$ cat src/rtl/rgb_fade_pkg.sv
// rtl/rgb_fade_pkg.sv - hue phase enum, default timing and per-phase ramp/held lookup
// Shared by rgb_hue_fade and fade_pwm_channel. No ports.
package rgb_fade_pkg;

    // Default timing for a 12 MHz clock: one full hue sweep per second.
    localparam int DEF_PWM_INTERVAL    = 1250;
    localparam int DEF_STEPS_PER_PHASE = 250;
    localparam int DEF_STEP_INTERVAL   = 8000;

    // Phase names read as <from colour><to colour>.
    typedef enum logic [2:0] {
        PH_RG,
        PH_GR,
        PH_GB,
        PH_BG,
        PH_BR,
        PH_RB
    } phase_t;

    typedef enum logic [1:0] {
        CH_R,
        CH_G,
        CH_B
    } chan_t;

    // ramp names the channel that moves this phase; the *_full bits give the
    // held value of the other two (the ramp channel's own bit is ignored).
    typedef struct packed {
        chan_t ramp;
        logic  ramp_up;
        logic  r_full;
        logic  g_full;
        logic  b_full;
    } phase_cfg_t;

    function automatic phase_cfg_t phase_cfg(input phase_t p);
        phase_cfg_t c;
        case (p)
            PH_RG:   c = '{ramp: CH_G, ramp_up: 1'b1, r_full: 1'b1, g_full: 1'b0, b_full: 1'b0};
            PH_GR:   c = '{ramp: CH_R, ramp_up: 1'b0, r_full: 1'b0, g_full: 1'b1, b_full: 1'b0};
            PH_GB:   c = '{ramp: CH_B, ramp_up: 1'b1, r_full: 1'b0, g_full: 1'b1, b_full: 1'b0};
            PH_BG:   c = '{ramp: CH_G, ramp_up: 1'b0, r_full: 1'b0, g_full: 1'b0, b_full: 1'b1};
            PH_BR:   c = '{ramp: CH_R, ramp_up: 1'b1, r_full: 1'b0, g_full: 1'b0, b_full: 1'b1};
            PH_RB:   c = '{ramp: CH_B, ramp_up: 1'b0, r_full: 1'b1, g_full: 1'b0, b_full: 1'b0};
            default: c = '{ramp: CH_G, ramp_up: 1'b1, r_full: 1'b1, g_full: 1'b0, b_full: 1'b0};
        endcase
        return c;
    endfunction

    function automatic phase_t next_phase(input phase_t p);
        phase_t n;
        case (p)
            PH_RG:   n = PH_GR;
            PH_GR:   n = PH_GB;
            PH_GB:   n = PH_BG;
            PH_BG:   n = PH_BR;
            PH_BR:   n = PH_RB;
            default: n = PH_RG;
        endcase
        return n;
    endfunction

endpackage

$ cat src/rtl/fade_pwm_channel.sv
// rtl/fade_pwm_channel.sv - one registered PWM comparator driving an RGB pad
// Ports: clk, rst_n (async, active-low), pwm_cnt (shared period counter),
//        level (duty 0..PWM_INTERVAL), pad (registered LED drive).
// Polarity: active-low pad by default; RGB_ACTIVE_HIGH_EN defined gives active-high.
module fade_pwm_channel #(
    parameter int LW           = 11,
    parameter bit LIT_AT_RESET = 1'b0
) (
    input  logic          clk,
    input  logic          rst_n,
    input  logic [LW-1:0] pwm_cnt,
    input  logic [LW-1:0] level,
    output logic          pad
);

`ifdef RGB_ACTIVE_HIGH_EN
    localparam logic PAD_RST = LIT_AT_RESET;
`else
    localparam logic PAD_RST = ~LIT_AT_RESET;
`endif

    logic lit;

    // level == 0 never lights; level == PWM_INTERVAL lights for every count.
    assign lit = (pwm_cnt < level);

    always_ff @(posedge clk or negedge rst_n) begin
        if (!rst_n) begin
            pad <= PAD_RST;
        end else begin
`ifdef RGB_ACTIVE_HIGH_EN
            pad <= lit;
`else
            pad <= ~lit;
`endif
        end
    end

endmodule

$ cat src/rtl/rgb_hue_fade.sv
// rtl/rgb_hue_fade.sv - RGB LED hue-circle fader with per-channel PWM
// Ports: clk (12 MHz nominal), rst_n (async assert, active-low),
//        RGB_R / RGB_G / RGB_B (pad drives, 0 = lit unless RGB_ACTIVE_HIGH_EN).
// PWM_INTERVAL must be an exact multiple of STEPS_PER_PHASE so ramps land on 0 / full.
module rgb_hue_fade
    import rgb_fade_pkg::*;
#(
    parameter int PWM_INTERVAL    = DEF_PWM_INTERVAL,
    parameter int STEPS_PER_PHASE = DEF_STEPS_PER_PHASE,
    parameter int STEP_INTERVAL   = DEF_STEP_INTERVAL
) (
    input  logic clk,
    input  logic rst_n,
    output logic RGB_R,
    output logic RGB_G,
    output logic RGB_B
);

    localparam int INC_DEC_VAL = PWM_INTERVAL / STEPS_PER_PHASE;
    localparam int LW  = $clog2(PWM_INTERVAL + 1);
    localparam int SCW = (STEP_INTERVAL > 1) ? $clog2(STEP_INTERVAL) : 1;
    localparam int SIW = (STEPS_PER_PHASE > 1) ? $clog2(STEPS_PER_PHASE) : 1;

    localparam logic [LW-1:0]  LVL_MAX  = LW'(PWM_INTERVAL);
    localparam logic [LW-1:0]  LVL_STEP = LW'(INC_DEC_VAL);
    localparam logic [LW-1:0]  PWM_LAST = LW'(PWM_INTERVAL - 1);
    localparam logic [SCW-1:0] STEP_CNT_LAST = SCW'(STEP_INTERVAL - 1);
    localparam logic [SIW-1:0] STEP_IDX_LAST = SIW'(STEPS_PER_PHASE - 1);

    // pwm_cnt shares the level width so the comparators need no extension.
    logic [LW-1:0]  pwm_cnt;
    logic [SCW-1:0] step_cnt;
    logic [SIW-1:0] step_idx;
    phase_t         phase;
    logic [LW-1:0]  lvl_r, lvl_g, lvl_b;
    logic [LW-1:0]  lvl_r_nxt, lvl_g_nxt, lvl_b_nxt;
    logic           step_fire;
    phase_cfg_t     cfg;

    assign step_fire = (step_cnt == STEP_CNT_LAST);

    // Ramp channel moves one saturating step when a step fires; held channels
    // are re-forced every clock so they can never drift from the table.
    function automatic logic [LW-1:0] next_lvl(
        input logic [LW-1:0] cur,
        input logic          is_ramp,
        input logic          up,
        input logic          full,
        input logic          fire
    );
        logic [LW-1:0] n;
        n = cur;
        if (!is_ramp) begin
            n = full ? LVL_MAX : '0;
        end else if (fire) begin
            if (up) begin
                n = (cur >= LVL_MAX - LVL_STEP) ? LVL_MAX : cur + LVL_STEP;
            end else begin
                n = (cur <= LVL_STEP) ? '0 : cur - LVL_STEP;
            end
        end
        return n;
    endfunction

    always_comb begin
        cfg       = phase_cfg(phase);
        lvl_r_nxt = next_lvl(lvl_r, cfg.ramp == CH_R, cfg.ramp_up, cfg.r_full, step_fire);
        lvl_g_nxt = next_lvl(lvl_g, cfg.ramp == CH_G, cfg.ramp_up, cfg.g_full, step_fire);
        lvl_b_nxt = next_lvl(lvl_b, cfg.ramp == CH_B, cfg.ramp_up, cfg.b_full, step_fire);
    end

    always_ff @(posedge clk or negedge rst_n) begin
        if (!rst_n) begin
            pwm_cnt  <= '0;
            step_cnt <= '0;
            step_idx <= '0;
            phase    <= PH_RG;
            lvl_r    <= LVL_MAX;
            lvl_g    <= '0;
            lvl_b    <= '0;
        end else begin
            pwm_cnt <= (pwm_cnt == PWM_LAST) ? '0 : pwm_cnt + 1'b1;
            lvl_r   <= lvl_r_nxt;
            lvl_g   <= lvl_g_nxt;
            lvl_b   <= lvl_b_nxt;
            if (step_fire) begin
                step_cnt <= '0;
                // The final step of a phase both completes the ramp and advances.
                if (step_idx == STEP_IDX_LAST) begin
                    step_idx <= '0;
                    phase    <= next_phase(phase);
                end else begin
                    step_idx <= step_idx + 1'b1;
                end
            end else begin
                step_cnt <= step_cnt + 1'b1;
            end
        end
    end

    fade_pwm_channel #(.LW(LW), .LIT_AT_RESET(1'b1)) u_ch_r (
        .clk     (clk),
        .rst_n   (rst_n),
        .pwm_cnt (pwm_cnt),
        .level   (lvl_r),
        .pad     (RGB_R)
    );

    fade_pwm_channel #(.LW(LW), .LIT_AT_RESET(1'b0)) u_ch_g (
        .clk     (clk),
        .rst_n   (rst_n),
        .pwm_cnt (pwm_cnt),
        .level   (lvl_g),
        .pad     (RGB_G)
    );

    fade_pwm_channel #(.LW(LW), .LIT_AT_RESET(1'b0)) u_ch_b (
        .clk     (clk),
        .rst_n   (rst_n),
        .pwm_cnt (pwm_cnt),
        .level   (lvl_b),
        .pad     (RGB_B)
    );

endmodule

$ cat config.mk
export PLATFORM = sky130hd
export DESIGN_NAME = rgb_hue_fade
export DESIGN_NICKNAME = d
export VERILOG_FILES = /design/src/rtl/rgb_fade_pkg.sv /design/src/rtl/fade_pwm_channel.sv /design/src/rtl/rgb_hue_fade.sv
export SDC_FILE = /design/constraint.sdc
export NUM_CORES = 1
export LEC_CHECK = 0
export ABC_AREA = 1
export BUFFER_PORTS_ARGS = -buffer_cell sky130_fd_sc_hd__buf_4
export CAP_MARGIN = 0
export CORE_ASPECT_RATIO = 0.7
export CORE_MARGIN = 2
export CORE_UTILIZATION = 60
export DETAILED_ROUTE_END_ITERATION = 8
export HOLD_SLACK_MARGIN = 0.08
export PLACE_DENSITY = 0.76
export REMOVE_ABC_BUFFERS = 1
export SYNTH_ARGS = -nofsm -noshare
export SYNTH_HDL_FRONTEND = slang
export SYNTH_SLANG_ARGS = --single-unit
$ cat constraint.sdc
create_clock -name clk -period 1.8 [get_ports clk]
set_input_delay 0.36 -clock clk [delete_from_list [all_inputs] [get_ports clk]]
set_output_delay 0.36 -clock clk [all_outputs]
set_load 0.02 [all_outputs]
==> impl_metrics.csv <==
group,metric,value,unit
yosys,synth_top_cell_by_area,"dfrtp_1",
floorplan,ios,5,
timing,drv_slew,0,
route,post-route-drc-count,0,
timing,worstMarginPinSlew,0.492,ns
worst_setup_path,path_class,"flop to flop",
yosys,synth.distinct_cells,44,
yosys,synth_cells,830,
grt,globalRouteTotalUtil,31.2,%
yosys,synth_most_common_cell,"nand2_1",
placed_design,gp_congestion,1.05,
cells_and_area,drive_gt1_share,11.6,%
yosys,syn_area_per_cell,6.85,µm²
cts,path_clk_slew,0.06,ns
worst_setup_path,critPathMaxFanout,9,
worst_setup_path,r2r-start,"step_cnt[0]",
grt,grt_overflow,0,
pwr,p_sw_share,20.4,%
worst_setup_path,worstSetupEndpointType,"flop",
pwr,clkPwrFrac,53.5,%
pwr,power_density,553,nW/µm²
cts,tritoncts,"yes",
route,wl_per_cell,15.5,µm
floorplan,coreArea,9140,µm²
pwr,comb_power_share,1.2,%
placed_design,io_buffers,4,
yosys,async_flop_share,100,%
yosys,yosys_most_used_dff,"dfrtp_1",
timing,hold_viol_final,0,
timing,period_share,98.6,%
worst_setup_path,worstPathArrival,1.98,ns
worst_setup_path,timing.rr.end,"lvl_g[1]",
worst_setup_path,cp-start-kind,"flop",
worst_setup_path,cp_num_cells,8,
timing,rsz0062_at_grt,"true",
yosys,synthTopCellsByCount,"207 x nand2_1, 107 x inv_1, 105 x nor2_1, 70 x nand3_1, 64 x dfrtp_1",
worst_setup_path,critPathMaxStageDelay,0.36,ns
grt,grt_max_degree,29,
yosys,ys_seq_area_share,31.4,%
flow_run,cap_violations,0,
route,drtAntennaViolNets,0,
worst_setup_path,rrSetupSlack,0.02,ns
yosys,ys.warnings.count,0,
route,drtIter0Drc,676,
cts,cts_sinks,71,
min_path,hold_class,"input pin to asynchronous set/reset pin",
pwr,pwr-share-seq,45.2,%
floorplan,die_w,120,µm
yosys,synthDominantCellAreaShare,28.2,%
cts,insertion_delay,0.34,ns
worst_setup_path,crit_buf_inv,1,
grt,grt_pass1_wl,25.4,mm
route,finalWirelength,15.3,mm
timing,period_needed,1.78,ns
worst_setup_path,r2r.worst_path.cells,8,
cts,cts_buffers,9,
worst_setup_path,critPathLaunch,"step_cnt[0]",
cells_and_area,nets,904,
worst_setup_path,path_cells,"ha_2 -> nand3_2 -> nor3_1 -> nand3_1 -> inv_4 -> nor2_2 -> nor2_2 -> a21oi_1",
cts,cts_max_level,3,
yosys,synth_area,5680,µm²
timing,setup_viol,0,
outcome,status,"completed",
worst_setup_path,worst_path_max_delay_cell,"dfrtp_1",
timing,slew_headroom,67.0,%
yosys,synthTopCellsByArea,"dfrtp_1 28%, nand2_1 14%, ha_1 9.7%, inv_1 7.1%, nor2_1 6.9%",
worst_setup_path,crit_top_cell,"nor2_2",
worst_setup_path,critPathCapture,"lvl_g[1]",
placed_design,place.detailed.hpwl,11.7,mm
grt,antenna_found_initial,0,
timing,tns,0,ns
floorplan,fp-row-count,29,
yosys,synth_edf_count,0,
pwr,ir_worst_vdd,0.000379,V
route,via_per_inst,5.73,
timing,skew,0.00898,ns
cts,cts_root_buf,"clkbuf_16",
cts,cts.path.max_buffers,2,
floorplan,fp.dieArea,10300,µm²
pwr,p_leak,0.00319,µW
pwr,internal_power,2810,µW
route,vias,5646,
pwr,p_sw,721,µW
floorplan,die_height,85.4,µm
cells_and_area,area_growth,12.4,%
route,firstDrtPassIters,5,
worst_setup_path,cp_top_family,"simple AND/OR/NAND/NOR gates",
grt,grt_pass1_vias,5232,
timing,fmax,0.563,GHz
timing,hold_ws,0.452,ns
yosys,synth_seq_cells,71,
floorplan,start_util,62.1,%
cells_and_area,diodes,0,
worst_setup_path,cp_data_required_time,2.01,ns
## cell type report
class | count | area, µm²
Sequential cell | 71 | 1790
Multi-Input combinational cell | 629 | 3430
Inverter | 116 | 445
Clock inverter | 6 | 86.3
Tap cell | 124 | 155
Clock buffer | 9 | 225
Fill cell | 767 | 2760
Timing Repair Buffer | 31 | 248
## worst min-delay path by stage
stage,cells past startpoint,to
after floorplan,0,lvl_b[0]
after global placement,1,pwm_cnt[7]
after detailed placement,1,pwm_cnt[9]
after CTS,2,lvl_b[8]
after global routing,2,pwm_cnt[6]
final,2,pwm_cnt[7]
## power by group through the flow
stage	sequential, µW	clock (µW)	combinational [µW]
global route	1600	1960	51.1
finish	1600	1890	43.4
floorplan	1630	0	0.00198
CTS	1600	1900	46.0
detailed placement	1630	0	44.3
global placement	1630	0	43.4
## layout by cell type, fill, tap and decap left out, types with 5 or more instances in the layout
| master | synthesis | routed |
|---|---|---|
| nand2_1 | 207 | 205 |
| inv_2 | 8 | 7 |
| o21ai_0 | 46 | 42 |
| nor2_1 | 105 | 101 |
| o22ai_1 | 9 | 9 |
| a21oi_1 | 38 | 38 |
| o21ai_1 | 11 | 15 |
| nor3_1 | 14 | 14 |
| nand4_1 | 16 | 16 |
| xor2_1 | 24 | 24 |
| nand3_1 | 70 | 68 |
| o211ai_1 | 5 | 5 |
| ha_1 | 44 | 43 |
| nand2_2 | 4 | 5 |
| dfstp_2 | 7 | 7 |
| buf_4 | 2 | 29 |
| nor2_2 | 5 | 9 |
| inv_1 | 107 | 105 |
| clkbuf_16 | 0 | 9 |
| dfrtp_1 | 64 | 60 |
## flip-flops by register name (all words and copies together), names as in the netlist
signal and count:
step_cnt 13, lvl_b 11, lvl_g 11, lvl_r 11
pwm_cnt 11, step_idx 8, phase 3, u_ch_b.pad 1
u_ch_g.pad 1, u_ch_r.pad 1
## cells by family (layout without fill, tap and decap cells)
family	count (synthesis)	in the layout	synth area share (%)
compound gates	117	117	11.3
xor+xnor	25	25	3.85
fa+ha+maj	44	44	9.69
buf+inv	130	162	9.12
flops	71	71	31.4
simple gates	443	443	34.6
## layer usage
metal | global-route usage (%) | share of wire (%) | vias up
li1 | - | - | 2756
met1 | 45.0 | 45 | 2592
met2 | 48.8 | 44 | 274
met3 | 5.78 | 9.2 | 24
met4 | 7.82 | 1.5 | 0
met5 | 0 | 0 | -
## stage by stage
stage / cell area [µm²] / worst slack (ns) / utilization, % / cells / total power (µW)
after floorplan: 5600 / 0.151 / - / 816 / 1630
after global placement: 5970 / 0.0890 / 65.3 / 967 / 1670
after detailed placement: 5970 / 0.0370 / 65.3 / 967 / 1670
after CTS: 6290 / 0.0167 / 68.8 / 983 / 3550
after global routing: 6380 / -0.0900 / 69.8 / 986 / 3610
final: 6380 / 0.0246 / 69.8 / 986 / 3530
## worst register-to-register path, delay by kind of cell, from the launching register on
family / cells / cell delay (ns)
and+or+nand+nor: 5 / 0.80
adders and majority gates: 1 / 0.21
DFF: 1 / 0.36
AOI/OAI and AO/OA: 1 / 0.13
buffers and inverters: 1 / 0.15
## what timing repair did
item | CTS | global route
setup endpoints to repair | 0 | 43
endpoints found under the hold margin | 16 | 0
gates resized for setup | 0 | 26
buffers inserted | 0 | 3
hold buffers | 1 | 0
(Power assumes the default switching activity.)
